`config.mk`:
```
export PLATFORM = sky130hd
export DESIGN_NAME = sign_ext_pipe
export DESIGN_NICKNAME = d
export VERILOG_FILES = /design/src/rtl/sign_ext_pipe.sv
export SDC_FILE = /design/constraint.sdc
export NUM_CORES = 1
export LEC_CHECK = 0
export ABC_AREA = 1
export CAP_MARGIN = 20
export CORE_MARGIN = 2
export CORE_UTILIZATION = 49
export CTS_CLUSTER_SIZE = 24
export DETAILED_ROUTE_END_ITERATION = 12
export GPL_TIMING_DRIVEN = 0
export MAX_ROUTING_LAYER = met4
export PLACE_DENSITY = 0.78
export SYNTH_ARGS = -nofsm -noshare
export SYNTH_HDL_FRONTEND = slang
export SYNTH_SLANG_ARGS = --single-unit
```
`constraint.sdc`:
```
create_clock -name clk -period 5.2 [get_ports clk]
set_clock_uncertainty 0.05 [all_clocks]
set_input_delay 1.56 -clock clk [delete_from_list [all_inputs] [get_ports clk]]
set_output_delay 1.56 -clock clk [all_outputs]
set_load 0.05 [all_outputs]
```
`src/rtl/sign_ext_pipe.sv`:
```
// sign_ext_pipe: RISC-V immediate extractor/sign-extender with PC-relative target, behind a 2-entry skid-buffered valid/ready stage.
// Ports: clk, rst (async, active-high), flush (sync discard of all held entries);
//        in_valid/in_ready with inst, type_SE, pc on the decode side;
//        out_valid/out_ready with inmExt, target (pc + inmExt) and misalign (B/J target[1]) on the execute side.
module sign_ext_pipe #(
    parameter int XLEN = 32
) (
    input  logic            clk,
    input  logic            rst,
    input  logic            flush,
    input  logic            in_valid,
    output logic            in_ready,
    input  logic [31:0]     inst,
    input  logic [2:0]      type_SE,
    input  logic [XLEN-1:0] pc,
    output logic            out_valid,
    input  logic            out_ready,
    output logic [XLEN-1:0] inmExt,
    output logic [XLEN-1:0] target,
    output logic            misalign
);
    localparam int W = 2 * XLEN + 1;
    typedef enum logic [1:0] {EMPTY, ONE, FULL} state_t;
    state_t state, state_n;
    logic [XLEN-1:0] imm, tgt;
    logic mis, accept, ld_in, ld_skid, ld_fwd;
    logic [W-1:0] main_q, skid_q;
    // signed size casts replicate inst[31] up to XLEN
    always_comb begin
        imm = '0;
        case (type_SE)
            3'b000: imm = XLEN'($signed(inst[31:20]));
            3'b001: imm = XLEN'($signed({inst[31:25], inst[11:7]}));
            3'b010: imm = XLEN'($signed({inst[31:12], 12'b0}));
            3'b011: imm = XLEN'($signed({inst[31], inst[7], inst[30:25], inst[11:8], 1'b0}));
            3'b100: imm = XLEN'($signed({inst[31], inst[19:12], inst[20], inst[30:21], 1'b0}));
            3'b101: imm = XLEN == 64 ? XLEN'(inst[25:20]) : XLEN'(inst[24:20]);
            3'b110: imm = XLEN'(inst[19:15]);
            default: imm = '0;
        endcase
    end
    assign tgt       = pc + imm;
    assign mis       = (type_SE == 3'b011 || type_SE == 3'b100) && tgt[1];
    assign in_ready  = state != FULL;
    assign out_valid = state != EMPTY;
    assign accept    = in_valid && in_ready;
    assign {misalign, target, inmExt} = main_q;
    always_ff @(posedge clk or posedge rst)
        if (rst) state <= EMPTY;
        else     state <= state_n;
    // load enables are suppressed on flush so nothing discarded is ever written
    always_comb begin
        state_n = state;
        ld_in   = 1'b0;
        ld_skid = 1'b0;
        ld_fwd  = 1'b0;
        case (state)
            EMPTY: begin
                ld_in   = accept;
                state_n = accept ? ONE : EMPTY;
            end
            ONE: begin
                ld_in   = accept && out_ready;
                ld_skid = accept && !out_ready;
                state_n = ld_skid ? FULL : (!accept && out_ready) ? EMPTY : ONE;
            end
            FULL: begin
                ld_fwd  = out_ready;
                state_n = out_ready ? ONE : FULL;
            end
            default: state_n = EMPTY;
        endcase
        if (flush) begin
            state_n = EMPTY;
            ld_in   = 1'b0;
            ld_skid = 1'b0;
            ld_fwd  = 1'b0;
        end
    end
    always_ff @(posedge clk or posedge rst)
        if (rst) begin
            main_q <= '0;
            skid_q <= '0;
        end else begin
            if (ld_in)       main_q <= {mis, tgt, imm};
            else if (ld_fwd) main_q <= skid_q;
            if (ld_skid)     skid_q <= {mis, tgt, imm};
        end
endmodule

```
# Yosys cells after proc, flatten, opt, wreduce, memory -nomap -nowiden
# Index checks and enable logic that the tools add are counted.
# Widths: inputs -> output; s select.
# classes
n_mux	15
addsub	1
eq_ne	9
reduce_logical	12
# op_table
op	n
$pmux 32 s7	1
$mux 65	2
$add 32x32->32	1
$eq 3x3->1 const B	3
$mux 1	7
$eq 3x2->1 const B	2
$mux 2	3
$pmux 2 s3	1
$logic_and 1x1->1	5
$reduce_bool 2->1	2
$eq 3x1->1 const B	1
$logic_not 3->1	1
$eq 2x1->1 const B	1
$eq 2x2->1 const B	1
$logic_not 1->1	2
$logic_not 2->1	1
$ne 2x2->1 const B	1
$pmux 1 s2	1
$logic_or 1x1->1	1
# word_totals
word_cells	40
out_inout_bits	67
ff_bits	132
inputBits	72

# Depth between registers and ports, before layout
# Gate-level depths: netlist of the first run.
# logic_depth
ltp_word	8
depth_mapped	22
mapped_depth_nobuf	22

# Worst setup path before layout of the first run
# Ideal clock, no wire load.
# synth_path
path_type	input to register
startpoint	input port type_SE[1]
endpoint	register main_q[48]
path_stages	20
setup_time_ns	0.118
setup_slack_ns	1.382
arrival_time_ns	3.650
n_path_buf	0
cell_sequence	inv_2 -> nor2_4 -> inv_1 -> nor2_1 -> inv_1 -> o221ai_1 -> ha_1 -> inv_1 -> fa_1 -> inv_1 -> nand3_1 -> nand3_1 -> nand2_1 -> nand2_1 -> nand2_1 -> nand2_1 -> xnor2_1 -> nand2_1 -> nand2_1 -> nand2_1
# synth_between
elab_chain_len	4
word_cells_on_any_way	10
# synth_rtl
item	line	text
from (decl)	14	input logic [2:0] type_SE,
$eq 3x3->1 (tied with other cells)	31	case (type_SE)
$pmux 32 s7 (*)	31	
named net imm[0]	25	logic [XLEN-1:0] imm, tgt;
$add 32x32->32 (*)	42	assign tgt = pc + imm;
$mux 65 (*)	85	if (ld_in) main_q <= {mis, tgt, imm};
to (signal assigned)	85	
to (signal assigned)	86	else if (ld_fwd) main_q <= skid_q;
to (decl)	27	logic [W-1:0] main_q, skid_q;
# The timed path passes the listed nets; every way through them passes the cells marked *.
# A chain may end at the register's enable or synchronous reset.

# Worst setup path after layout of the first run
# layout_path
startpoint	input port type_SE[1]
endpoint	register main_q[40]
# Same word-level chain as after synthesis.

==> flow_summary.toml, run 1 <==
[cells_and_area]
seq_area_um2 = 3300
nFillCells = 1570
num-nets-final = 1529
final_area_um2 = 10600
area_growth_pct = 26.0
multi_input_area_um2 = 4230
final_layout_size_suffix_gt1_share_pct = 5.02
finalNonFillerCells = 1656
final_util_pct = 63.7

[detailed_routing]
wire_per_inst_um = 18.6
final_antenna_net_count = 0
via_count = 8789
wirelength_mm = 30.8
drtIter0Drc = 695
viasPerCell = 5.31
drc = 0
dr.pass1.iters = 5

[flow_run]
cap_violations = 0

[global_route]
grt_util_all_layers_pct = 35.5
grt_pass1_wl_mm = 46.5
overflow = 0
antenna_found_initial = 1
grt_pass1_vias = 8222
grt_max_degree = 81

[power_and_ir_drop]
cellPowerDensity_nw_per_um2 = 413
p_total_mw = 4.40
switching_share_pct = 41.9
share_seq_of_total_power_pct = 33.4
power_frac_clock_pct = 27.0
leakagePower_nw = 5.70
intPower_mw = 2.56
p_comb_share_pct = 39.6
switchingPower_mw = 1.84
vdd_ir_drop_max_mv = 0.257

[setup_path]
timing.rr.start = "state[1]"
rr_worst_depth = 12
worst_r2r_endpoint = "main_q[0]"
required_ps = 5500
critPathKind = "in -> reg"
end_kind = "register"
arrival_ps = 5240
worstPathMaxFanout = 6
regToRegSetupSlack_ps = 2660
startpoint_type = "input port"

[outcome]
status = "complete, no violations"

[clock_tree]
clk_path_buf_depth = 2
post-cts-setup-buffers = 0
clockRootBuffer = "clkbuf_16"
clock_latency_ps = 430
ctsResizeCount = 0
cts_hold_buf = 0
h-tree-depth = 4
cts_buffers = 17
cts_tree = "done"
clk_pin_slew_ps = 70
cts.sinks = 132

[sta]
setup_viol = 0
rsz0062_at_grt = "no"
fmax_ghz = 0.202
slew_viol_final = 0
finalCriticalPeriod_ps = 4940
worstMarginPinSlew_ps = 1040
fin_tns_setup_ps = 0
max_slew_margin_pct = 30.9
hold_viol = 0
period_share_pct = 95.0

[floorplanning]
num_rows = 47
die_x_um = 135
initial_core_util_pct = 50.6
io_pins = 139
dieArea_um2 = 18300
die_y_um = 135
coreArea_um2 = 16700

[placed_design]
placed_area_um2 = 10100
dp.cells = 1624
dp_hpwl_mm = 24.4
place_congestion = 0.988
portBuffers = 131

[yosys]
synth_seq_area_share_pct = 39.1
synth-warning-count = 0
synthTopCellsByCount = "nand2_1, inv_1, dfrtp_1"
synth.net_count = 1378
syn_inst = 1272
syn_area_per_cell_um2 = 6.64
ys_ff_latch = 132
yosys.area.top_type = "dfrtp_1"
synth_top_area_share_pct = 39.1
synthAdderAreaFrac_pct = 5.13
ys.flop_type = "dfrtp_1"
synth_top_family_by_area = "simple AND/OR/NAND/NOR gates"
yosys.area_share.simple_pct = 31.1
synth-xor-area-share_pct = 1.56
synth-async-reset-ratio_pct = 100
synthMuxAreaShare_pct = 0
synth_cell_type_count = 36
yosysMostFrequentCell = "nand2_1"
synth_top_cells_by_area = "dfrtp_1, nand2_1, inv_1"
netlist_area_um2 = 8440
synth_compound_gate_area_share_pct = 12.2
synth_edf_count = 0

[worst_hold_path]
hold_class = "reg -> reg"
whs_path_depth = 2
hold_end = "main_q[39]"
hp-start = "main_q[39]"
-- cell families after synthesis --
logic type      Yosys count
compound gates          192
buf+inv                 234
xor+xnor                 15
simple gates            665
fa+ha+maj                34
flops                   132
-- per-stage QoR --
| stage | hold WS, ps | setup WS (ps) |
|---|---|---|
| detailed placement | 411 | -221 |
| finish | 430 | 261 |
| global placement | 406 | -1860 |
| global route | 448 | 77.7 |
| CTS | 432 | 186 |
| floorplan | 394 | 64.0 |
-- layout make-up --
type | count | share of cell area (%)
multi-input cells | 906 | 39.7
flip-flops and latches | 132 | 31.0
repair buffers | 132 | 12.6
inverters | 193 | 6.86
clock buffers | 18 | 4.13
well taps | 220 | 2.59
plain buffers | 41 | 1.86
clock inverters | 13 | 1.20
diodes | 1 | 0.0235
-- sequential cells by signal, summed over array words and instances (netlist names) --
| name | cells |
|---|---|
| state | 2 |
| skid_q | 65 |
| main_q | 65 |
-- layout by cell type, fill, tap and decap left out, drive strengths merged, types with 11 or more instances in the layout --
cell type      count
clkbuf            33
a31oi             12
buf               27
inv              197
nor2             127
dfrtp            132
o21ai            103
nor3              11
nand2            475
ha                33
nand3             47
clkdlybuf4s50    131
a21oi             63
-- worst max-delay path, stage by stage --
cell and delay (ps):
clkdlybuf4s50_1 640, inv_2 100, nor2_4 230, inv_1 60, nor2_1 200, inv_1 140, o221ai_2 350, ha_1 290
inv_1 70, fa_1 390, inv_1 130, nand3_1 80, nand3_1 130, nand2_1 70, nand2_1 120, xor2_1 400
nand2_1 130, a21oi_1 150
-- per-layer routing --
metal	up-vias	wire length (um)	global-route usage (%)
met5	-	0	-
met4	0	1070	13.5
li1	4244	-	-
met1	4084	14000	48.8
met3	63	2420	7.26
met2	398	13300	51.9
-- power by group through the flow --
stage,sequential [mW],clock [mW],combinational [mW]
floorplan,1.93,0,0.655
global placement,1.47,0,1.70
detailed placement,1.48,0,1.72
CTS,1.46,1.18,1.73
global route,1.49,1.24,1.88
finish,1.47,1.19,1.74
-- how the worst max path moves through the flow --
stage	start	end	slack, ps
final	type_SE[1]	main_q[40]	260
after global placement	rst	skid_q[39]	-1860
after detailed placement	type_SE[1]	main_q[60]	-220
after floorplan	rst	main_q[0]	60
after CTS	type_SE[1]	main_q[40]	190
after global routing	type_SE[1]	main_q[40]	80
(Power assumes the default switching activity.)
==> run 2, diff against run 1 <==
MAX_ROUTING_LAYER = default   (was met4)
==> run 2 against run 1 <==
Sequential power about the same. Total power down 0.65%. Setup slack worse by 59 ps. Cell count barely moved. Utilization decreased by 0.067 points. Final area fell by 0.11%. Flip-flop and latch count did not move. Register-to-register slack better by 40 ps. Critical endpoint is now main_q[48].
==> flow_summary.toml, run 2 (same netlist as run 1, synthesis figures left out) <==
[clock_tree]
cts_buffers = 17
ctsResizeCount = 0
cts.sinks = 132
clk_pin_slew_ps = 60
h-tree-depth = 4
post-cts-setup-buffers = 0
clk_path_buf_depth = 2
cts_tree = "done"
clockRootBuffer = "clkbuf_16"
clock_latency_ps = 430
cts_hold_buf = 0

[detailed_routing]
drtIter0Drc = 746
drc = 0
final_antenna_net_count = 0
dr.pass1.iters = 6
wire_per_inst_um = 18.3
wirelength_mm = 30.4
via_count = 8849
viasPerCell = 5.35

[worst_hold_path]
hp-start = "skid_q[11]"
hold_class = "reg -> reg"
hold_end = "skid_q[11]"
whs_path_depth = 2

[sta]
hold_viol = 0
fmax_ghz = 0.200
worstMarginPinSlew_ps = 956
period_share_pct = 96.1
max_slew_margin_pct = 36.3
setup_viol = 0
rsz0062_at_grt = "no"
finalCriticalPeriod_ps = 5000
fin_tns_setup_ps = 0
timing.hold.ws_ps = 425
slew_viol_final = 0

[floorplanning]
dieArea_um2 = 18300
coreArea_um2 = 16700
num_rows = 47
die_x_um = 135
die_y_um = 135
initial_core_util_pct = 50.6
io_pins = 139

[global_route]
antenna_found_initial = 0
grt_pass1_vias = 8258
overflow = 0
grt_pass1_wl_mm = 46.8
grt_util_all_layers_pct = 34.5
grt_max_degree = 82

[cells_and_area]
reg.largest.list = "main_q x65, skid_q x65, state x2"
num-nets-final = 1529
final_area_um2 = 10600
finalNonFillerCells = 1655
final_util_pct = 63.6
area_growth_pct = 25.9
layout_common_cells = "nand2_1, inv_1, dfrtp_1"
final_layout_size_suffix_gt1_share_pct = 5.02
layout_commonest_cell = "nand2_1"
antenna_cells = 0

[setup_path]
path_buf_inv = 4
cp_slowest_cell = "o21ai_0"
regToRegSetupSlack_ps = 2700
cp_cell_sequence = "clkdlybuf4s50_1 > inv_2 > nor2_4 > nand2_4 > nand2_2 > inv_1 > o21ai_0 > ha_1 > nand2_1 > inv_1 > nand2_1 > nand2_1 > a21oi_1 > nand2_1 > xnor2_1 > nand2_1 > nand2_1 > nand2_1"
critical_path.max_stage_delay_ps = 710
worst_r2r_endpoint = "main_q[1]"
critPathTopFamily = "simple AND/OR/NAND/NOR gates"
timing.rr.start = "state[1]"
rr_worst_depth = 12
startpoint_type = "input port"
critPathKind = "in -> reg"
crit_top_cell = "nand2_1"
end_kind = "register"
worstPathMaxFanout = 9
required_ps = 5470
arrival_ps = 5270

[placed_design]
portBuffers = 131
placed_area_um2 = 10100
dp_hpwl_mm = 24.1
place_congestion = 0.984
dp.cells = 1624

[flow_run]
cap_violations = 0

[outcome]
status = "complete, no violations"

[power_and_ir_drop]
cellPowerDensity_nw_per_um2 = 411
leakagePower_nw = 5.69
vdd_ir_drop_max_mv = 0.258
## run 2: cell count changes in the layout (fill, tap and decap cells not counted)
| cell | change |
|---|---|
| clkbuf_8 | -1 |
| clkinv_2 | +1 |
| clkinv_4 | +1 |
| diode_2 | -1 |
| inv_6 | -1 |
## run 2: area by class of cell
| type | count | area (um2) |
|---|---|---|
| Timing Repair Buffer | 132 | 1340 |
| Multi-Input combinational cell | 906 | 4230 |
| Clock inverter | 14 | 133 |
| Buffer | 41 | 198 |
| Inverter | 193 | 729 |
| Sequential cell | 132 | 3300 |
| Tap cell | 220 | 275 |
| Fill cell | 1575 | 6070 |
| Clock buffer | 17 | 425 |
## run 2: worst min-delay path: cells and delay by family, from the launching register on
kind | cells | cell delay (ps)
simple gates | 2 | 110
flops | 1 | 330
## run 2: power by group
part / internal [mW] / switching, mW / leakage [nW] / total, mW
sequential: 1.32 / 0.148 / 1.64 / 1.47
combinational: 0.564 / 1.17 / 3.78 / 1.74
clock: 0.661 / 0.507 / 0.271 / 1.17
total: 2.54 / 1.83 / 5.69 / 4.37
## run 2: worst max path at each step
stage,cells past startpoint,end,from,slack [ps]
CTS,21,main_q[48],type_SE[1],240
detailed placement,20,main_q[60],type_SE[1],-180
global route,18,main_q[48],type_SE[1],70
finish,18,main_q[48],type_SE[1],200
floorplan,1,main_q[0],rst,60
global placement,2,skid_q[24],rst,-1900
## run 2: layer usage
layer  share of wire (%)  global-route usage, %  vias up
met3                 8.6                   5.65       45
met1                  45                   49.1     4089
met4                 2.5                   11.2        0
met2                  44                   54.1      460
met5                   0                      0        -
li1                    -                      -     4255
## run 2: stage by stage
| step | setup WS (ps) | power [mW] |
|---|---|---|
| 2_1_floorplan | 64.0 | 2.59 |
| 4_1_cts | 241 | 4.35 |
| 3_5_place_dp | -176 | 3.20 |
| 3_3_place_gp | -1900 | 3.16 |
| 6_report | 202 | 4.37 |
| 5_1_grt | 68.0 | 4.59 |
